## config.mk

```make
export PLATFORM = sky130hd
export DESIGN_NAME = wb_stage
export DESIGN_NICKNAME = d
export VERILOG_FILES = /design/src/rtl/sys_pkg.sv /design/src/rtl/sys_regfile.sv /design/src/rtl/wb_stage.sv
export SDC_FILE = /design/constraint.sdc
export NUM_CORES = 1
export LEC_CHECK = 0
export CORE_MARGIN = 2
export CORE_UTILIZATION = 54
export CTS_BUF_LIST = sky130_fd_sc_hd__clkbuf_16
export CTS_CLUSTER_DIAMETER = 40
export DETAILED_ROUTE_END_ITERATION = 10
export PLACE_DENSITY_LB_ADDON = 0.1
export SLEW_MARGIN = 10
export SYNTH_ARGS = -nofsm -noshare
export SYNTH_HDL_FRONTEND = slang
export SYNTH_SLANG_ARGS = --single-unit
```

## constraint.sdc

```tcl
create_clock -name clk -period 6.25 [get_ports clk]
set_input_delay 1.5625 -clock clk [delete_from_list [all_inputs] [get_ports clk]]
set_output_delay 1.5625 -clock clk [all_outputs]
set_load 0.02 [all_outputs]
```

## src/rtl/sys_pkg.sv

```systemverilog
// Shared definitions for the writeback stage: exception cause codes,
// system-register indices and the trap/IRET sequencer states.
package sys_pkg;

    localparam logic [1:0] CAUSE_NONE = 2'd0;
    localparam logic [1:0] CAUSE_ITLB = 2'd1;
    localparam logic [1:0] CAUSE_DTLB = 2'd2;
    localparam logic [1:0] CAUSE_PRIV = 2'd3;

    localparam logic [2:0] RM_EPC     = 3'd0;
    localparam logic [2:0] RM_EADDR   = 3'd1;
    localparam logic [2:0] RM_CAUSE   = 3'd2;
    localparam logic [2:0] RM_SCRATCH = 3'd3;
    localparam logic [2:0] RM_MODE    = 3'd4;
    localparam logic [2:0] RM_LAST    = RM_MODE;

    typedef enum logic {
        ST_RUN   = 1'b0,
        ST_FLUSH = 1'b1
    } state_t;

    // A D-TLB miss also raises the combined miss bit, so it must be tested first.
    function automatic logic [1:0] causeOf(input logic tlbMissD, input logic tlbMissM);
        logic [1:0] cause;
        if (tlbMissD)
            cause = CAUSE_DTLB;
        else if (tlbMissM)
            cause = CAUSE_ITLB;
        else
            cause = CAUSE_PRIV;
        return cause;
    endfunction

endpackage

```

## src/rtl/sys_regfile.sv

```systemverilog
// Exception system registers rm0..rm4: one software write port, one
// bulk-capture port used on traps, and a combinational read port.
module sys_regfile
    import sys_pkg::*;
(
    input  logic        clk,
    input  logic        reset,
    input  logic        wr_en_i,
    input  logic [2:0]  wr_idx_i,
    input  logic [31:0] wr_data_i,
    input  logic        cap_en_i,
    input  logic [31:0] cap_pc_i,
    input  logic [31:0] cap_addr_i,
    input  logic [1:0]  cap_cause_i,
    input  logic        cap_mode_i,
    input  logic [2:0]  rd_idx_i,
    output logic [31:0] rd_data_o,
    output logic [31:0] epc_o,
    output logic        saved_mode_o
);

    logic [31:0] rm_q [5];

    // Capture and software write never coincide upstream; capture wins regardless.
    always_ff @(posedge clk or negedge reset) begin
        if (!reset) begin
            for (int i = 0; i < 5; i++)
                rm_q[i] <= '0;
        end else if (cap_en_i) begin
            rm_q[RM_EPC]   <= cap_pc_i;
            rm_q[RM_EADDR] <= cap_addr_i;
            rm_q[RM_CAUSE] <= {30'b0, cap_cause_i};
            rm_q[RM_MODE]  <= {31'b0, cap_mode_i};
        end else if (wr_en_i && (wr_idx_i <= RM_LAST)) begin
            rm_q[wr_idx_i] <= wr_data_i;
        end
    end

    always_comb begin
        rd_data_o = '0;
        if (rd_idx_i <= RM_LAST)
            rd_data_o = rm_q[rd_idx_i];
    end

    assign epc_o        = rm_q[RM_EPC];
    assign saved_mode_o = rm_q[RM_MODE][0];

endmodule

```

## src/rtl/wb_stage.sv

```systemverilog
// Final pipeline stage: GPR writeback selection plus the privilege mode,
// exception capture and the trap/IRET flush sequencer.
module wb_stage
    import sys_pkg::*;
#(
    parameter logic [31:0] EXC_VECTOR      = 32'h0000_2000,
    parameter int unsigned FLUSH_CYCLES    = 2,
    parameter bit          BOOT_SUPERVISOR = 1'b1
) (
    input  logic        clk,
    input  logic        reset,
    input  logic        valid_in,
    input  logic        injected_nop_init,
    input  logic        WB_EN_INIT,
    input  logic        MEM_TO_REG_INIT,
    input  logic [31:0] read_data_mem,
    input  logic [31:0] alu_result,
    input  logic [4:0]  regD_init,
    input  logic        WB_SYS_EN_INIT,
    input  logic        is_IRET_INIT,
    input  logic        TLB_MISS_M_INIT,
    input  logic        TLB_MISS_D_INIT,
    input  logic [31:0] PC_INIT,
    input  logic [31:0] ADDRESS_INIT,
    input  logic [2:0]  sys_rd_idx,
    output logic        reg_we,
    output logic [4:0]  reg_waddr,
    output logic [31:0] reg_wdata,
    output logic [31:0] sys_rd_data,
    output logic        supervisor_mode,
    output logic        flush,
    output logic        pc_redirect,
    output logic [31:0] pc_redirect_target,
    output logic        exc_pending
);

    localparam logic [2:0] FLUSH_LOAD = 3'(FLUSH_CYCLES);

    state_t      state_q, state_d;
    logic [2:0]  cnt_q, cnt_d;
    logic        sup_q, sup_d;
    logic        redir_q, redir_d;
    logic [31:0] target_q, target_d;

    logic        live;
    logic        priv;
    logic        fault;
    logic        iretTake;
    logic        sysWrite;
    logic [31:0] epc;
    logic        savedMode;

    // IRET from user mode is treated exactly like a privileged sys write.
    assign live     = valid_in & ~injected_nop_init & (state_q == ST_RUN);
    assign priv     = (WB_SYS_EN_INIT | is_IRET_INIT) & ~sup_q;
    assign fault    = live & (TLB_MISS_M_INIT | priv);
    assign iretTake = live & is_IRET_INIT & ~fault;
    assign sysWrite = live & WB_SYS_EN_INIT & sup_q & ~fault & ~is_IRET_INIT;

    assign reg_we    = live & WB_EN_INIT & ~fault;
    assign reg_waddr = regD_init;
    assign reg_wdata = MEM_TO_REG_INIT ? read_data_mem : alu_result;

    sys_regfile u_sys_regfile (
        .clk          (clk),
        .reset        (reset),
        .wr_en_i      (sysWrite),
        .wr_idx_i     (regD_init[2:0]),
        .wr_data_i    (alu_result),
        .cap_en_i     (fault),
        .cap_pc_i     (PC_INIT),
        .cap_addr_i   (ADDRESS_INIT),
        .cap_cause_i  (causeOf(TLB_MISS_D_INIT, TLB_MISS_M_INIT)),
        .cap_mode_i   (sup_q),
        .rd_idx_i     (sys_rd_idx),
        .rd_data_o    (sys_rd_data),
        .epc_o        (epc),
        .saved_mode_o (savedMode)
    );

    always_comb begin
        state_d  = state_q;
        cnt_d    = cnt_q;
        sup_d    = sup_q;
        redir_d  = 1'b0;
        target_d = target_q;
        if (state_q == ST_RUN) begin
            if (fault) begin
                sup_d    = 1'b1;
                redir_d  = 1'b1;
                target_d = EXC_VECTOR;
                cnt_d    = FLUSH_LOAD;
                state_d  = ST_FLUSH;
            end else if (iretTake) begin
                sup_d    = savedMode;
                redir_d  = 1'b1;
                target_d = epc;
                cnt_d    = FLUSH_LOAD;
                state_d  = ST_FLUSH;
            end
        end else begin
            if (cnt_q <= 3'd1) begin
                cnt_d   = 3'd0;
                state_d = ST_RUN;
            end else begin
                cnt_d = cnt_q - 3'd1;
            end
        end
    end

    always_ff @(posedge clk or negedge reset) begin
        if (!reset) begin
            state_q  <= ST_RUN;
            cnt_q    <= 3'd0;
            sup_q    <= BOOT_SUPERVISOR;
            redir_q  <= 1'b0;
            target_q <= '0;
        end else begin
            state_q  <= state_d;
            cnt_q    <= cnt_d;
            sup_q    <= sup_d;
            redir_q  <= redir_d;
            target_q <= target_d;
        end
    end

    assign supervisor_mode    = sup_q;
    assign flush              = (state_q == ST_FLUSH);
    assign exc_pending        = (state_q == ST_FLUSH);
    assign pc_redirect        = redir_q;
    assign pc_redirect_target = target_q;

endmodule

```

==> summary.txt <==
status = complete, no violations
CTS H-tree depth = 4
first-pass GRT wire length = 48,400 µm
row count = 49
Tightest Pin Transition = 1160 ps
Hold Crit Start = pc_redirect_target[14]$_DFFE_PN0P_
initial antenna violation count = 1
largest net degree at the start of global routing = 115
CTS sink count = 198
hold_ws = 489 ps
Synth top cells by count = 197 x dfrtp_1, 189 x nand2_1, 89 x a21oi_1, 57 x mux2_2, 57 x o21ai_0
Yosys reg bits = 198
most common cell in the synthesized netlist = dfrtp_1
Netlist Area Pre-Place = 0.00998 mm²
CTS buffer count = 17
Placed Area = 0.0125 mm²
Chip Height = 140 µm
io pins = 252
Final setup viols = 0
WHS Endpoint = pc_redirect_target[14]$_DFFE_PN0P_
final worst path period share = 86.7%
vias = 8,534
Lkg Pwr = 5.55 nW
Final ANT Viol Nets = 0
WHS Path Cells = 2
post-cts sizing count = 0
Syn Nets = 1,099
Starting Density = 55.4%
register area share after synthesis = 49.6%
filler cell count = 1,338
crit path max fanout = 9
Final Cell Area = 0.0132 mm²
share of cells above drive strength 1 = 13.8%
CP max stage cell = nor3b_2
maximum vdd ir drop = 0.000210 V
WL/cell = 21.9 µm
Worst setup SP type = input pin
syn_area_per_cell = 10.5 µm²
ranking of synthesized cells by area = dfrtp_1 49%, mux4_2 7.2%, nand2_1 7.1%
max_cap viols = 0
CTS root buf = clkbuf_16
FF-to-FF setup slack = 3280 ps
Die ar. = 0.0196 mm²
kind of cell adding the most delay to the critical path = buffers and inverters
Tmin final = 5420 ps
Starting DRT DRC Count = 666
synth unique cells = 51
Total Wirelength = 30,700 µm
nets = 1,306
final hold vios = 0
Max-Slew Margin vs Limit = 22.6%
Most Frequent Cell on Critical Path = clkdlybuf4s50_1
kind of critical path = in2out
WP data arrival = 3860 ps
Max clock buf depth = 2
Achievable Freq = 0.185 GHz
CP Buf/Inv Count = 3
gr usage total = 31.9%
CTS tree = built
Core ar. = 0.0180 mm²
synthesis-to-layout area growth = 31.9%
DRC errors left = 0
Post-CTS Hold Fix Bufs = 0
gpl congestion = 0.826
vias per cell = 6.09
unrepaired setup endpoints after global routing = no
Synth top area share = 49.4%
min-delay worst type = reg2reg
crit path cell chain = clkdlybuf4s50_1 -> nor3b_2 -> buf_4 -> nand2_1 -> o21ai_0 -> clkdlybuf4s50_1
Post-synth EDFFs = 0
iteration count of the initial detailed-routing pass = 5
Worst-path clk slew = 70 ps
Setup Skew = 6.46 ps
Slowest Stage Delay on Critical Path = 710 ps
PD cells = 341 mW/mm²
DP HPWL = 20,200 µm
main flop type after synthesis = dfrtp_1
reg2reg end = u_sys_regfile.epc_o[1]$_DFFE_PN0P_
vias in the first global route = 8,587
die width = 140 µm
Reg-to-Reg Start = supervisor_mode$_DFFE_PN1P_
setup tns final = 0 ps
post-synthesis cell count = 951
Worst R2R Path Depth = 4
Yosys top cell by area = dfrtp_1
Worst Setup End Kind = primary output
final slew viol count = 0
later-pin clock latency in the skew report = 430 ps
Ys Warns = 0
FFs w/ async S/R, synth = 100%
GRT overflow = 0
CP Data Required Time = 4690 ps
post-CTS setup buffer count = 0
IO buf count = 247
==> state kept, by name (all words and copies together), names as in the netlist <==
signal                      cells
cnt_q                           3
exc_pending                     1
pc_redirect                     1
pc_redirect_target             32
supervisor_mode                 1
u_sys_regfile.epc_o            32
u_sys_regfile.rm_q            127
u_sys_regfile.saved_mode_o      1
==> layer usage <==
layer | vias to the layer above | track usage (%) | wire length (µm) | part of all wire, %
li1 | 3825 | - | - | -
met1 | 4248 | 42.2 | 12200 | 40
met2 | 410 | 53.1 | 15200 | 50
met3 | 51 | 6.53 | 2500 | 8.1
met4 | 0 | 11.0 | 806 | 2.6
met5 | - | 0 | 0 | 0
==> stage by stage <==
stage	instances	util, %	power, mW	setup slack [ps]
floorplan	951	-	2.69	1740
finish	1401	73.1	4.50	831
CTS	1400	73.1	4.51	827
global route	1401	73.1	4.71	714
global placement	1368	69.5	3.27	912
detailed placement	1368	69.5	3.32	838
==> worst min-delay path, cell delays in order, from the launching register on <==
cell and delay [ps]:
dfrtp_1 340, nand2_1 50, o21ai_0 60
==> power breakdown <==
part           internal (mW)  total (mW)  switching [mW]
clock                  0.707        1.19           0.483
combinational          0.754        1.44           0.689
sequential              1.60        1.86           0.267
total                   3.06        4.50            1.44
==> cell usage in the layout, fill, tap and decap left out, types with 3 or more instances in the layout <==
master / netlist / routed
mux4_2: 32 / 32
o22a_1: 34 / 34
nand2_1: 189 / 189
buf_4: 13 / 20
clkdlybuf4s50_1: 0 / 243
a211oi_1: 5 / 5
nor2_1: 10 / 9
a22o_1: 14 / 14
mux2_2: 57 / 57
clkinv_2: 0 / 5
nor3_1: 6 / 6
buf_2: 19 / 3
o22ai_1: 41 / 41
inv_1: 55 / 56
bufinv_16: 0 / 5
mux2_1: 8 / 8
clkbuf_16: 0 / 17
dfrtp_1: 197 / 197
a21oi_1: 89 / 89
nand2b_1: 9 / 9
o21ai_0: 57 / 57
o221a_1: 32 / 32
==> cells by family (layout without fill, tap and decap cells) <==
logic type      count (synthesis)  in the layout  share of synthesized area [%]
compound gates                283            283                           19.1
simple gates                  235            235                           10.2
flops                         198            198                           49.6
buf+inv                       135            355                           6.22
mux                            98             98                           14.6
fa+ha+maj                       2              2                          0.251
other cells                     0              1                              0
==> worst max-delay path by stage <==
stage,start,to,cells past startpoint
6_report,sys_rd_idx[2],sys_rd_data[20],6
5_1_grt,sys_rd_idx[2],sys_rd_data[0],6
4_1_cts,sys_rd_idx[2],sys_rd_data[0],6
3_5_place_dp,sys_rd_idx[2],sys_rd_data[0],6
3_3_place_gp,sys_rd_idx[2],sys_rd_data[20],6
2_1_floorplan,sys_rd_idx[0],sys_rd_data[10],6
==> layout make-up <==
| cell class | instances | area (µm²) | area share, % |
|---|---|---|---|
| clock buffer | 17 | 425 | 3.23 |
| sequential | 198 | 4960 | 37.6 |
| timing repair buffer | 268 | 2630 | 20.0 |
| antenna | 1 | 2.50 | 0.0190 |
| clock inverter | 15 | 208 | 1.58 |
| multi-input combinational | 618 | 4450 | 33.8 |
| inverter | 55 | 206 | 1.57 |
| tap | 229 | 287 | 2.18 |
Note: power is estimated with default switching activity, not from simulation.
==> RTL edit: new RTL, same settings <==
Put a register stage on the outputs `reg_we`, `reg_waddr`, `reg_wdata`, `flush` and `exc_pending`, cleared by the reset. The values now appear one clock later. The other outputs are not delayed to match.
--- a/src/rtl/wb_stage.sv
+++ b/src/rtl/wb_stage.sv
@@ -57,9 +57,6 @@
     assign iretTake = live & is_IRET_INIT & ~fault;
     assign sysWrite = live & WB_SYS_EN_INIT & sup_q & ~fault & ~is_IRET_INIT;
 
-    assign reg_we    = live & WB_EN_INIT & ~fault;
-    assign reg_waddr = regD_init;
-    assign reg_wdata = MEM_TO_REG_INIT ? read_data_mem : alu_result;
 
     sys_regfile u_sys_regfile (
         .clk          (clk),
@@ -125,8 +122,21 @@
     end
 
     assign supervisor_mode    = sup_q;
-    assign flush              = (state_q == ST_FLUSH);
-    assign exc_pending        = (state_q == ST_FLUSH);
+    always_ff @(posedge clk or negedge reset) begin
+        if (!reset) begin
+            reg_we      <= '0;
+            reg_waddr   <= '0;
+            reg_wdata   <= '0;
+            flush       <= '0;
+            exc_pending <= '0;
+        end else begin
+            reg_we      <= live & WB_EN_INIT & ~fault;
+            reg_waddr   <= regD_init;
+            reg_wdata   <= MEM_TO_REG_INIT ? read_data_mem : alu_result;
+            flush       <= (state_q == ST_FLUSH);
+            exc_pending <= (state_q == ST_FLUSH);
+        end
+    end
     assign pc_redirect        = redir_q;
     assign pc_redirect_target = target_q;
 
Check against the original RTL: not equivalent (Yosys sat finds a counterexample within 4 cycles, from zero or initial values and one cycle with reset low).
==> RTL edit against the original RTL <==
- critical path depth did not move
- sequential power rose by 17%
- global-route usage fell by 1.8 points
- worst setup slack improved by 170 ps
- via count rose by 3.7%
- cell area rose by 11%
- wire length rose by 4.0%
- power rose by 22%
- critical endpoint is now sys_rd_data[0]
- area after synthesis rose by 10%
- non-clock buffer count fell by 6
- synthesized cell count rose by 9.3%
- sequential cell count rose by 39
==> RTL edit: results (changes against the original RTL) <==
metric	value	unit	change
cp_max_fo	18		was 9
min_to	pc_redirect_target[31]		was pc_redirect_target[14]
status	finished clean		unchanged
rrSetupSlack	3480	ps	was 3280 ps
pwr_density_cell	376.5	mW/mm²	was 341.4 mW/mm²
ys_types	45		was 51
cts_max_level	2		was 4
vdd_drop_max	0.2647	mV	was 0.2095 mV
rr_endpoint	u_sys_regfile.rm_q[63]		was u_sys_regfile.epc_o[1]
dp.cells	1491		was 1368
ys_top_cells_by_area	dfrtp_1, nand2_1, mux4_2		was dfrtp_1, mux4_2, nand2_1
pwr-share-comb	27.0	%	was 32.1%
diodes	0		was 1
syn_inst	1039		was 951
fin_skew	7.222	ps	was 6.463 ps
slew_headroom	27.36	%	was 22.65%
worstHoldStart	pc_redirect_target[31]		was pc_redirect_target[14]
vias	8849		was 8534
crit_arrival	3690	ps	was 3860 ps
syn_nets	1187		was 1099
place_congestion	0.7992		was 0.8263
viasPerCell	5.691		was 6.091
cts_buffers	36		was 17
hp-class	flop to flop		unchanged
drt-met1-wl	13030	µm	was 12170 µm
wl_met2	15490	µm	was 15240 µm
clk_pin_slew	50	ps	was 70 ps
drt_first_iter_violations	577		was 666
fin_nets	1407		was 1306
intPower	3.775	mW	was 3.056 mW
insertion_delay	490	ps	was 430 ps
slowest_delay	590	ps	was 710 ps
grt_max_degree	125		was 115
cts_buffer_depth	3		was 2
seq_power	2.18	mW	was 1.86 mW
crit_path_top_delay_cell	clkdlybuf4s50_1		was nor3b_2
synth_top_cells_by_count	nand2_1, dfrtp_1, a21oi_1, nor2_1, a31oi_1		was dfrtp_1, nand2_1, a21oi_1, mux2_2, o21ai_0
grt_pass1_wl	50470	µm	was 48400 µm
antenna_found_initial	0		was 1
wire_per_inst	20.54	µm	was 21.92 µm
dr_wl_met3	2491	µm	was 2500 µm
portBuffers	251		was 247
leakagePower	6.397	nW	was 5.546 nW
synth_seq_area_share	53.98	%	was 49.64%
drive_above_1_share	14.32	%	was 13.83%
first_global_vias	9088		was 8587
[RTL edit: cell types whose count changed after synthesis, moves of 34 or more]
cell / delta
o22ai_1: -40
nor2_1: +57
nand2_1: +76
dfrtp_1: +39
o22a_1: -34
a31oi_1: +43
[RTL edit: layer usage]
layer,GRT usage (%),vias up
met5,0,-
met4,11.60,0
met3,6.938,62
met2,48.71,385
met1,40.07,4407
li1,-,3995
[RTL edit: worst max path at each step]
stage | start | endpoint | slack [ps] | cells after the start
after floorplan | sys_rd_idx[0] | sys_rd_data[12] | 1880 | 5
after global placement | sys_rd_idx[0] | sys_rd_data[0] | 980 | 6
after detailed placement | sys_rd_idx[0] | sys_rd_data[0] | 960 | 6
after CTS | sys_rd_idx[0] | sys_rd_data[0] | 960 | 6
after global routing | sys_rd_idx[0] | sys_rd_data[0] | 870 | 6
final | sys_rd_idx[0] | sys_rd_data[0] | 1000 | 6
[RTL edit: cell type report]
cell class	instances	area (µm²)
Clock buffer	37	925.9
Inverter	37	138.9
Tap cell	270	337.8
Sequential cell	237	5932
Multi-Input combinational cell	685	4449
Fill cell	1450	5530
Timing Repair Buffer	262	2618
Clock inverter	27	172.7
[RTL edit: kinds of logic after synthesis]
group                      count (synthesis)  synth area share [%]
and+or+nand+nor                          359                 13.15
DFF                                      237                 53.98
AOI/OAI and AO/OA                        226                 12.46
buffers and inverters                    117                 5.864
muxes                                     98                 14.32
adders and majority gates                  2                0.2277
[RTL edit: per-stage QoR]
stage	hold slack (ps)	cell area [µm²]	worst slack [ps]	utilization (%)
2_1_floorplan	472.8	10990	1879	-
3_3_place_gp	455.6	13480	976.6	67.03
3_5_place_dp	459.1	13480	963.7	67.03
4_1_cts	470.2	14570	960.2	72.49
5_1_grt	507.1	14570	873.5	72.49
6_report	467.4	14570	995.9	72.49
